**src/rtl/bias_ctrl.sv**
```systemverilog
// bias_ctrl: per-channel bias sequencer for the three-lane bias-add stage.
// Optional stall counter output o_stall_cnt when BIAS_CTRL_PERF_EN is defined.
module bias_ctrl #(
    parameter int B_BW   = 8,
    parameter int CH_BW  = 6,
    parameter int PIX_BW = 10
) (
    input  logic              clk,
    input  logic              rst_n,
    input  logic              i_bias_we,
    input  logic [CH_BW-1:0]  i_bias_waddr,
    input  logic [B_BW-1:0]   i_bias_wdata,
    input  logic              i_start,
    input  logic              i_abort,
    input  logic [CH_BW:0]    i_num_ch,
    input  logic [PIX_BW-1:0] i_num_pix,
    input  logic              i_acc_valid,
    output logic              o_acc_ready,
    output logic              o_en,
    output logic [B_BW-1:0]   o_bias,
    output logic              o_valid,
    output logic [CH_BW-1:0]  o_ch_idx,
    output logic              o_busy,
    output logic              o_done
`ifdef BIAS_CTRL_PERF_EN
    ,
    output logic [15:0]       o_stall_cnt
`endif
);
    typedef enum logic [1:0] {IDLE, LOAD, RUN, DONE} state_t;

    state_t            r_state;
    logic [B_BW-1:0]   r_rf [2**CH_BW];
    logic [CH_BW:0]    r_num_ch;
    logic [PIX_BW-1:0] r_num_pix;
    logic [CH_BW-1:0]  r_ch;
    logic [PIX_BW-1:0] r_pix;
    logic              w_beat;
    logic              w_last_pix;
    logic              w_last_ch;

    // Abort withdraws ready in the same cycle so no beat is consumed.
    assign o_acc_ready = (r_state == RUN) && !i_abort;
    assign w_beat      = o_acc_ready && i_acc_valid;
    assign o_en        = w_beat;
    assign w_last_pix  = r_pix == r_num_pix - PIX_BW'(1);
    assign w_last_ch   = {1'b0, r_ch} == r_num_ch - (CH_BW+1)'(1);

    always_ff @(posedge clk or negedge rst_n) begin
        if (!rst_n) begin
            for (int i = 0; i < 2**CH_BW; i++) r_rf[i] <= '0;
        end else if (i_bias_we && r_state == IDLE) begin
            r_rf[i_bias_waddr] <= i_bias_wdata;
        end
    end

    always_ff @(posedge clk or negedge rst_n) begin
        if (!rst_n) begin
            r_state   <= IDLE;
            r_num_ch  <= '0;
            r_num_pix <= '0;
            r_ch      <= '0;
            r_pix     <= '0;
            o_bias    <= '0;
            o_valid   <= 1'b0;
            o_ch_idx  <= '0;
            o_done    <= 1'b0;
            o_busy    <= 1'b0;
        end else begin
            o_valid <= w_beat;
            if (w_beat) o_ch_idx <= r_ch;
            o_done <= 1'b0;
            if (r_state != IDLE && i_abort) begin
                r_state <= IDLE;
                o_busy  <= 1'b0;
            end else begin
                case (r_state)
                    IDLE: if (i_start) begin
                        r_num_ch  <= i_num_ch;
                        r_num_pix <= i_num_pix;
                        r_ch      <= '0;
                        r_pix     <= '0;
                        o_busy    <= 1'b1;
                        if (i_num_ch == '0 || i_num_pix == '0) begin
                            r_state <= DONE;
                            o_done  <= 1'b1;
                        end else begin
                            r_state <= LOAD;
                        end
                    end
                    LOAD: begin
                        o_bias  <= r_rf[r_ch];
                        r_state <= RUN;
                    end
                    RUN: if (w_beat) begin
                        if (w_last_pix) begin
                            r_pix <= '0;
                            if (w_last_ch) begin
                                r_state <= DONE;
                                o_done  <= 1'b1;
                            end else begin
                                r_ch    <= r_ch + CH_BW'(1);
                                r_state <= LOAD;
                            end
                        end else begin
                            r_pix <= r_pix + PIX_BW'(1);
                        end
                    end
                    DONE: begin
                        r_state <= IDLE;
                        o_busy  <= 1'b0;
                    end
                    default: r_state <= IDLE;
                endcase
            end
        end
    end

`ifdef BIAS_CTRL_PERF_EN
    logic [15:0] r_stall_cnt;

    always_ff @(posedge clk or negedge rst_n) begin
        if (!rst_n) begin
            r_stall_cnt <= '0;
        end else if (r_state == IDLE && i_start) begin
            r_stall_cnt <= '0;
        end else if (r_state == RUN && !i_acc_valid && r_stall_cnt != 16'hFFFF) begin
            r_stall_cnt <= r_stall_cnt + 16'd1;
        end
    end

    assign o_stall_cnt = r_stall_cnt;
`endif
endmodule
```
**config.mk**
```make
export PLATFORM = sky130hd
export DESIGN_NAME = bias_ctrl
export DESIGN_NICKNAME = d
export VERILOG_FILES = /design/src/rtl/bias_ctrl.sv
export SDC_FILE = /design/constraint.sdc
export NUM_CORES = 1
export LEC_CHECK = 0
export CAP_MARGIN = 20
export CORE_MARGIN = 4
export CORE_UTILIZATION = 56
export DETAILED_ROUTE_END_ITERATION = 6
export GPL_ROUTABILITY_DRIVEN = 0
export PLACE_DENSITY = 0.76
export SYNTH_ARGS = -nofsm -noshare
export SYNTH_HDL_FRONTEND = slang
export SYNTH_SLANG_ARGS = --single-unit
```
**constraint.sdc**
```tcl
create_clock -name clk -period 2.5 [get_ports clk]
set_input_delay 0.5 -clock clk [delete_from_list [all_inputs] [get_ports clk]]
set_output_delay 0.5 -clock clk [all_outputs]
set_load 0.005 [all_outputs]
```
==> flow_metrics.env, run 1 <==
export IMPL_status="finished, violations left"
export IMPL_failing_checks="negative setup slack"
export IMPL_ff2ff_setup_slack_ps=-20
export IMPL_cpPeakStageDelay_ps=540
export IMPL_hold_path_class="input pin to flop"
export IMPL_ctsHtreeMaxLevel=2
export IMPL_synth_yosys_seq_area_share_pct=53.43
export IMPL_start_point_of_the_critical_path="r_ch[0]$_DFFE_PN0P_"
export IMPL_grt_antenna_before_repair=0
export IMPL_grt_remaining_overflow=0
export IMPL_number_of_design_rule_violations_left_by_the_first_detailed_router_iteration=1356
export IMPL_mostFrequentLayoutCell="dfrtp_1"
export IMPL_route_final_wire_length_mm=66.63
export IMPL_most_common_layout_cells="dfrtp_1, mux2_2, buf_4"
export IMPL_worst_slew_pin_transition_ps=713.1
export IMPL_worstPathMaxFanout=18
export IMPL_relSlewSlack_pct=52.20
export IMPL_ctsRootBufferMaster="clkbuf_16"
export IMPL_yosysWarnings=0
export IMPL_dieWidth_um=225.2
export IMPL_final_layout_size_suffix_gt1_share_pct=51.51
export IMPL_grt_max_degree=84
export IMPL_timing_hold_worst_endpoint="r_rf[256]$_DFFE_PN0P_"
export IMPL_grt_pass1_wl_mm=103.2
export IMPL_synth_top_flop_cell="dfrtp_1"
export IMPL_core_area_mm2=0.04656
export IMPL_design_die_area_mm2=0.05071
export IMPL_worst_r2r_startpoint="r_ch[0]$_DFFE_PN0P_"
export IMPL_worst_path_bufs_invs=2
export IMPL_finish_net_count=2016
export IMPL_cts_buffers_inserted=57
export IMPL_startpoint_type="flop"
export IMPL_fmaxAchievable_mhz=397.3
export IMPL_number_of_global_route_vias_before_repair=17246
export IMPL_endpoint_kind="flop"
export IMPL_dpl_instance_area_mm2=0.02899
export IMPL_drt_pass1_iter_count=5
export IMPL_grt_util_all_layers_pct=26.41
export IMPL_number_of_hold_slack_violations_in_the_final_timing_report=0
export IMPL_post_synthesis_async_set_or_reset_flop_share_pct=100.0
export IMPL_tritoncts="done"
export IMPL_worstPathArrival_ps=3000
export IMPL_postSynthRegisterBits=564
export IMPL_std_cell_rows=79
export IMPL_setup_repair_after_global_routing_missed_its_margin="yes"
export IMPL_worstHoldStart="i_bias_wdata[0]"
export IMPL_clk_latency_ps=620
export IMPL_period_minus_ws_final_ps=2517
export IMPL_cts_buffer_depth=3
export IMPL_area_growth_from_synthesis_to_layout_pct=18.32
export IMPL_tritoncts_num_sinks=564
export IMPL_initial_cell_density_of_the_core_pct=56.74
export IMPL_critical_path_required_ps=2980
export IMPL_clk_transition_reported_paths_ps=60
export IMPL_worstRegToRegCells=6
export IMPL_port_buffer_count=55
export IMPL_fin_skew_ps=18.01
export IMPL_antenna_cells_inserted=0
export IMPL_path_cells="buf_12 > buf_12 > mux4_2 > mux4_2 > a22oi_2 > nand3_1"
export IMPL_dp_hpwl_mm=42.79
export IMPL_worst_path_dominant_cell_family="multiplexers"
export IMPL_power_static_leakage_nw=14.46
export IMPL_syn_instance_count=1773
export IMPL_fin_total_pwr_mw=25.16
export IMPL_powerDensity_mw_per_mm2=804.9
export IMPL_detail_route_antenna_nets=0
export IMPL_regToRegEndpoint="o_bias[1]$_DFFE_PN0P_"
export IMPL_finish_instance_area_mm2=0.03125
export IMPL_syn_std_cell_area_mm2=0.02641
export IMPL_cap_viol_max_count=0
export IMPL_slew_violations=0
export IMPL_io_pin_count=56
export IMPL_final_critical_path_setup_slack_ps=-16.72
export IMPL_yosys_cell_types_count=66
export IMPL_vias=16390
export IMPL_timing_hold_worst_path_depth=2
export IMPL_fp_dieH_um=225.2
export IMPL_synth_fp_nets=1818
export IMPL_vias_per_cell=6.251
export IMPL_syn_mean_instance_area_um2=14.90
export IMPL_wire_per_inst_um=25.41
export IMPL_worst_path_max_delay_cell="mux4_2"
export IMPL_synth_edff_count=0
export IMPL_setup_viol=1
export IMPL_drc=0
export IMPL_post_route_period_util_pct=100.7
export IMPL_criticalPathCategory="flop to flop"
export IMPL_irDropWorstVdd_uv=920.6
==> synth_stat cells, drive strengths merged, types with 5 or more instances <==
cell type,instances,area share (%)
nand4,22,0.52
xnor2,16,0.53
nor3b,5,0.14
a22oi,8,0.23
nor2b,6,0.14
a21boi,9,0.26
inv,15,0.21
nor3,12,0.23
o21ai,18,0.36
a21oi,15,0.34
nor2,82,1.2
mux4,144,12
or3,5,0.16
nand3,14,0.31
nor4,5,0.18
dfrtp,564,53
ha,8,0.38
mux2,548,23
mux2i,17,0.64
nand3b,7,0.20
a31oi,6,0.14
nand2,69,0.98
and3,7,0.17
buf,44,0.89
clkbuf,79,1.1
xor2,9,0.30
==> report_power, final <==
group	internal [mW]	switching [mW]
clock	5.03	3.58
sequential	10.7	1.09
combinational	2.64	2.09
==> routing by layer <==
metal | global-route usage [%] | vias up | wire length [um]
met5 | 0 | - | 0
met4 | 7.170 | 0 | 1491
met3 | 6.539 | 109 | 4910
met2 | 42.01 | 518 | 32360
met1 | 37.08 | 8794 | 27870
li1 | - | 6969 | -
==> flip-flops by register name, summed over array words and instances (netlist names) <==
signal	flops
o_valid	1
o_bias	8
o_ch_idx	6
r_num_pix	10
o_busy	1
r_state	2
o_done	1
r_ch	6
r_num_ch	7
r_rf	512
r_pix	10
==> repair_timing <==
item / in CTS / in global routing
gates cloned: 0 / 3
setup buffers: 3 / 18
endpoints found under the setup margin: 6 / 77
gates resized for setup: 12 / 33
hold buffers: 1 / 0
hold endpoints to repair: 39 / 0
pin swaps: 0 / 8
==> area by class of cell <==
class	count	area [um^2]
clock buffers	86	1678
clock inverters	17	203.9
fillers	3181	15300
inverters	16	60.06
multi-input cells	1070	11840
flip-flops and latches	564	14130
well taps	607	759.5
repair buffers	262	2581
==> logic make-up after synthesis <==
family / after synthesis / share of synthesized area, %
xor gates and xnor gates: 25 / 0.8290
and+or+nand+nor: 252 / 4.732
adders and majority gates: 8 / 0.3790
DFF: 564 / 53.43
buffers and inverters: 139 / 2.236
AOI/OAI and AO/OA: 76 / 2.108
muxes: 709 / 36.28
==> worst max-delay path by stage <==
stage	to	slack [ps]	cells after the start
after CTS	o_bias[1]$_DFFE_PN0P_	-30	6
after detailed placement	r_rf[452]$_DFFE_PN0P_	-60	7
after floorplan	r_ch[5]$_DFFE_PN0P_	90	10
final	o_bias[1]$_DFFE_PN0P_	-20	6
after global placement	o_bias[6]$_DFFE_PN0P_	-40	6
after global routing	o_bias[1]$_DFFE_PN0P_	-60	6
==> stage by stage <==
step	setup TNS, ps	setup slack (ps)	util, %	instances	hold slack, ps
after floorplan	0	87.19	-	1773	204.4
after CTS	-68.76	-31.01	66.47	2601	319.6
after global routing	-177.7	-56.73	67.13	2622	350.6
after detailed placement	-501.7	-57.79	62.26	2494	476.7
final	-16.72	-16.72	67.13	2622	344.7
after global placement	-45.70	-37.13	62.26	2494	468.0
Power figures use the tool's default switching activity.
==> run 2: changes to the inputs <==
--- a/config.mk
+++ b/config.mk
@@ -10,7 +10,7 @@
 export CORE_UTILIZATION = 56
 export DETAILED_ROUTE_END_ITERATION = 6
 export GPL_ROUTABILITY_DRIVEN = 0
-export PLACE_DENSITY = 0.76
+export PLACE_DENSITY = 0.73
 export SYNTH_ARGS = -nofsm -noshare
 export SYNTH_HDL_FRONTEND = slang
 export SYNTH_SLANG_ARGS = --single-unit
==> constraint.sdc (replaced) <==
create_clock -name clk -period 2.9 [get_ports clk]
set_input_delay 0.58 -clock clk [delete_from_list [all_inputs] [get_ports clk]]
set_output_delay 0.58 -clock clk [all_outputs]
set_load 0.005 [all_outputs]
==> run 2 against run 1 <==
Against the previous run:
- the run now ends clean
- total power shrank 17%
- routed wire length fell by 7.1%
- die area did not move
- combinational power is 20% lower
- cell count down 2.7%
- hold slack gained 96 ps
- non-clock buffer count shrank 66
- global-route usage down 1.4 points
- critical path depth unchanged
- flip-flop and latch count unchanged
- first-iteration DRC count shrank 19%
- critical path type is now flop to output port
- critical endpoint is now o_en
- largest cell class unchanged
==> flow_metrics.env, run 2 (same netlist as run 1, synthesis figures left out) <==
export IMPL_critical_path_endpoint="o_en"
export IMPL_fin_skew_ps=13.39
export IMPL_cpPeakStageDelay_ps=520
export IMPL_wire_per_inst_um=24.26
export IMPL_tritoncts_num_sinks=564
export IMPL_clk_transition_reported_paths_ps=60
export IMPL_fp_dieH_um=225.2
export IMPL_clk_latency_ps=600
export IMPL_grt_util_all_layers_pct=25.00
export IMPL_largest_register="r_rf"
export IMPL_std_cell_rows=79
export IMPL_irDropWorstVdd_uv=472.9
export IMPL_setup_repair_after_global_routing_missed_its_margin="no"
export IMPL_worst_path_max_delay_cell="clkdlybuf4s50_1"
export IMPL_power_static_leakage_nw=13.96
export IMPL_antenna_cells_inserted=0
export IMPL_vias_per_cell=6.167
export IMPL_period_minus_ws_final_ps=2765
export IMPL_grt_max_degree=108
export IMPL_mostFrequentLayoutCell="dfrtp_1"
export IMPL_powerDensity_mw_per_mm2=691.5
export IMPL_initial_cell_density_of_the_core_pct=56.74
export IMPL_criticalPathCategory="flop to output port"
export IMPL_dp_hpwl_mm=40.59
export IMPL_final_layout_size_suffix_gt1_share_pct=48.43
export IMPL_design_die_area_mm2=0.05071
export IMPL_regArea_mm2=0.01413
export IMPL_tritoncts="done"
export IMPL_vias=15739
export IMPL_worst_path_dominant_cell_family="buffers and inverters"
export IMPL_endpoint_kind="output port"
export IMPL_ff2ff_setup_slack_ps=310
export IMPL_grt_remaining_overflow=0
export IMPL_grt_antenna_before_repair=0
export IMPL_worstRegToRegCells=9
export IMPL_flip_flop_count_of_the_largest_register_after_layout=512
export IMPL_area_growth_from_synthesis_to_layout_pct=14.73
export IMPL_path_cells="inv_1 > ha_1 > nor2b_2 > nand2_2 > clkinv_1 > clkdlybuf4s50_1"
export IMPL_route_final_wire_length_mm=61.91
export IMPL_worst_slew_pin_transition_ps=751.7
export IMPL_ctsHtreeMaxLevel=2
export IMPL_setup_tns_ps=0
export IMPL_number_of_hold_slack_violations_in_the_final_timing_report=0
export IMPL_io_pin_count=56
export IMPL_worstPathArrival_ps=2190
export IMPL_fmaxAchievable_mhz=361.6
export IMPL_start_point_of_the_critical_path="r_state[0]$_DFFE_PN0P_"
export IMPL_multi_input_comb_area_mm2=0.01172
export IMPL_final_core_utilization_pct=65.09
export IMPL_detail_route_antenna_nets=0
export IMPL_ctsRootBufferMaster="clkbuf_16"
export IMPL_drt_pass1_iter_count=5
export IMPL_slew_violations=0
export IMPL_worstSetupPathDepth=6
export IMPL_core_area_mm2=0.04656
export IMPL_drc=0
export IMPL_post_cts_setup_buffer_count=0
export IMPL_post_route_period_util_pct=95.35
export IMPL_relSlewSlack_pct=49.77
export IMPL_port_buffer_count=55
export IMPL_status="finished clean"
export IMPL_number_of_global_route_vias_before_repair=16772
export IMPL_regs_by_ff_count="r_rf (512), r_num_pix (10), r_pix (10)"
export IMPL_cts_buffers_inserted=57
export IMPL_most_common_layout_cells="dfrtp_1, mux2_2, mux4_2"
export IMPL_setup_viol=0
export IMPL_hold_path_class="input pin to asynchronous set/reset pin"
export IMPL_startpoint_type="flop"
export IMPL_critical_path_required_ps=2320
export IMPL_fillers=3296
export IMPL_dieWidth_um=225.2
export IMPL_worst_r2r_startpoint="r_num_ch[0]$_DFFE_PN0P_"
export IMPL_grt_pass1_wl_mm=98.39
export IMPL_worst_path_bufs_invs=3
export IMPL_number_of_design_rule_violations_left_by_the_first_detailed_router_iteration=1104
export IMPL_cts_buffer_depth=3
export IMPL_cap_viol_max_count=0
export IMPL_worstPathMaxFanout=4
export IMPL_regToRegEndpoint="r_ch[5]$_DFFE_PN0P_"
export IMPL_fin_total_pwr_mw=20.96
export IMPL_finish_net_count=1950
[run 2: cell count changes in the layout (fill, tap and decap cells not counted), moves of 5 or more]
cell | previous run | this run
buf_4 | 165 | 116
buf_12 | 34 | 24
a22oi_1 | 1 | 8
a22oi_2 | 7 | 0
a21boi_0 | 4 | 9
a21boi_1 | 5 | 0
a21oi_1 | 8 | 13
a21oi_2 | 6 | 1
[run 2: per-stage QoR]
stage	setup WS, ps	cells	cell area, um^2	hold WS (ps)
after detailed placement	193.3	2452	28520	461.5
after floorplan	487.2	1773	26410	284.4
after global placement	190.7	2452	28520	455.9
final	134.7	2552	30310	440.4
after global routing	23.52	2552	30310	436.5
after CTS	54.95	2552	30300	413.5
[run 2: final cells by class]
class | count | area share [%]
Clock buffer | 86 | 5.429
Inverter | 16 | 0.1982
Timing Repair Buffer | 196 | 6.193
Multi-Input combinational cell | 1070 | 38.66
Tap cell | 607 | 2.506
Clock inverter | 13 | 0.4046
Sequential cell | 564 | 46.61
[run 2: how the worst min path moves through the flow]
stage | startpoint | to | slack [ps] | cells after the start
floorplan | rst_n | o_bias[0]$_DFFE_PN0P_ | 280 | 0
global placement | rst_n | r_pix[2]$_DFFE_PN0P_ | 460 | 1
detailed placement | rst_n | r_pix[5]$_DFFE_PN0P_ | 460 | 1
CTS | rst_n | r_pix[4]$_DFFE_PN0P_ | 410 | 2
global route | rst_n | r_pix[5]$_DFFE_PN0P_ | 440 | 2
finish | rst_n | r_pix[5]$_DFFE_PN0P_ | 440 | 2
[run 2: per-layer routing]
layer  share of wire [%]  vias up  track usage, %
met4                 2.9        0           6.973
met5                   0        -               0
met1                  44     8450           35.75
met2                  48      342           40.19
met3                 4.9      105           4.611
li1                    -     6842               -
[run 2: worst register-to-register path: cells and delay by family (launching register included)]
| kind | cells | cell delay (ps) |
|---|---|---|
| fa+ha+maj | 1 | 300 |
| compound gates | 4 | 670 |
| flops | 1 | 390 |
| simple gates | 3 | 1070 |
| buf+inv | 1 | 80 |
[run 2: repair_timing]
action / CTS / global route
hold endpoints to repair: 24 / 0
gates resized for setup: 1 / 1
hold buffers: 1 / 0
endpoints found under the setup margin: 1 / 1
[run 2: report_power, final]
group          switching [mW]  total [mW]  internal (mW)
registers               0.898        10.2           9.25
logic                    1.65        3.77           2.12
clock network            2.97        7.03           4.06
total                    5.52        21.0           15.4
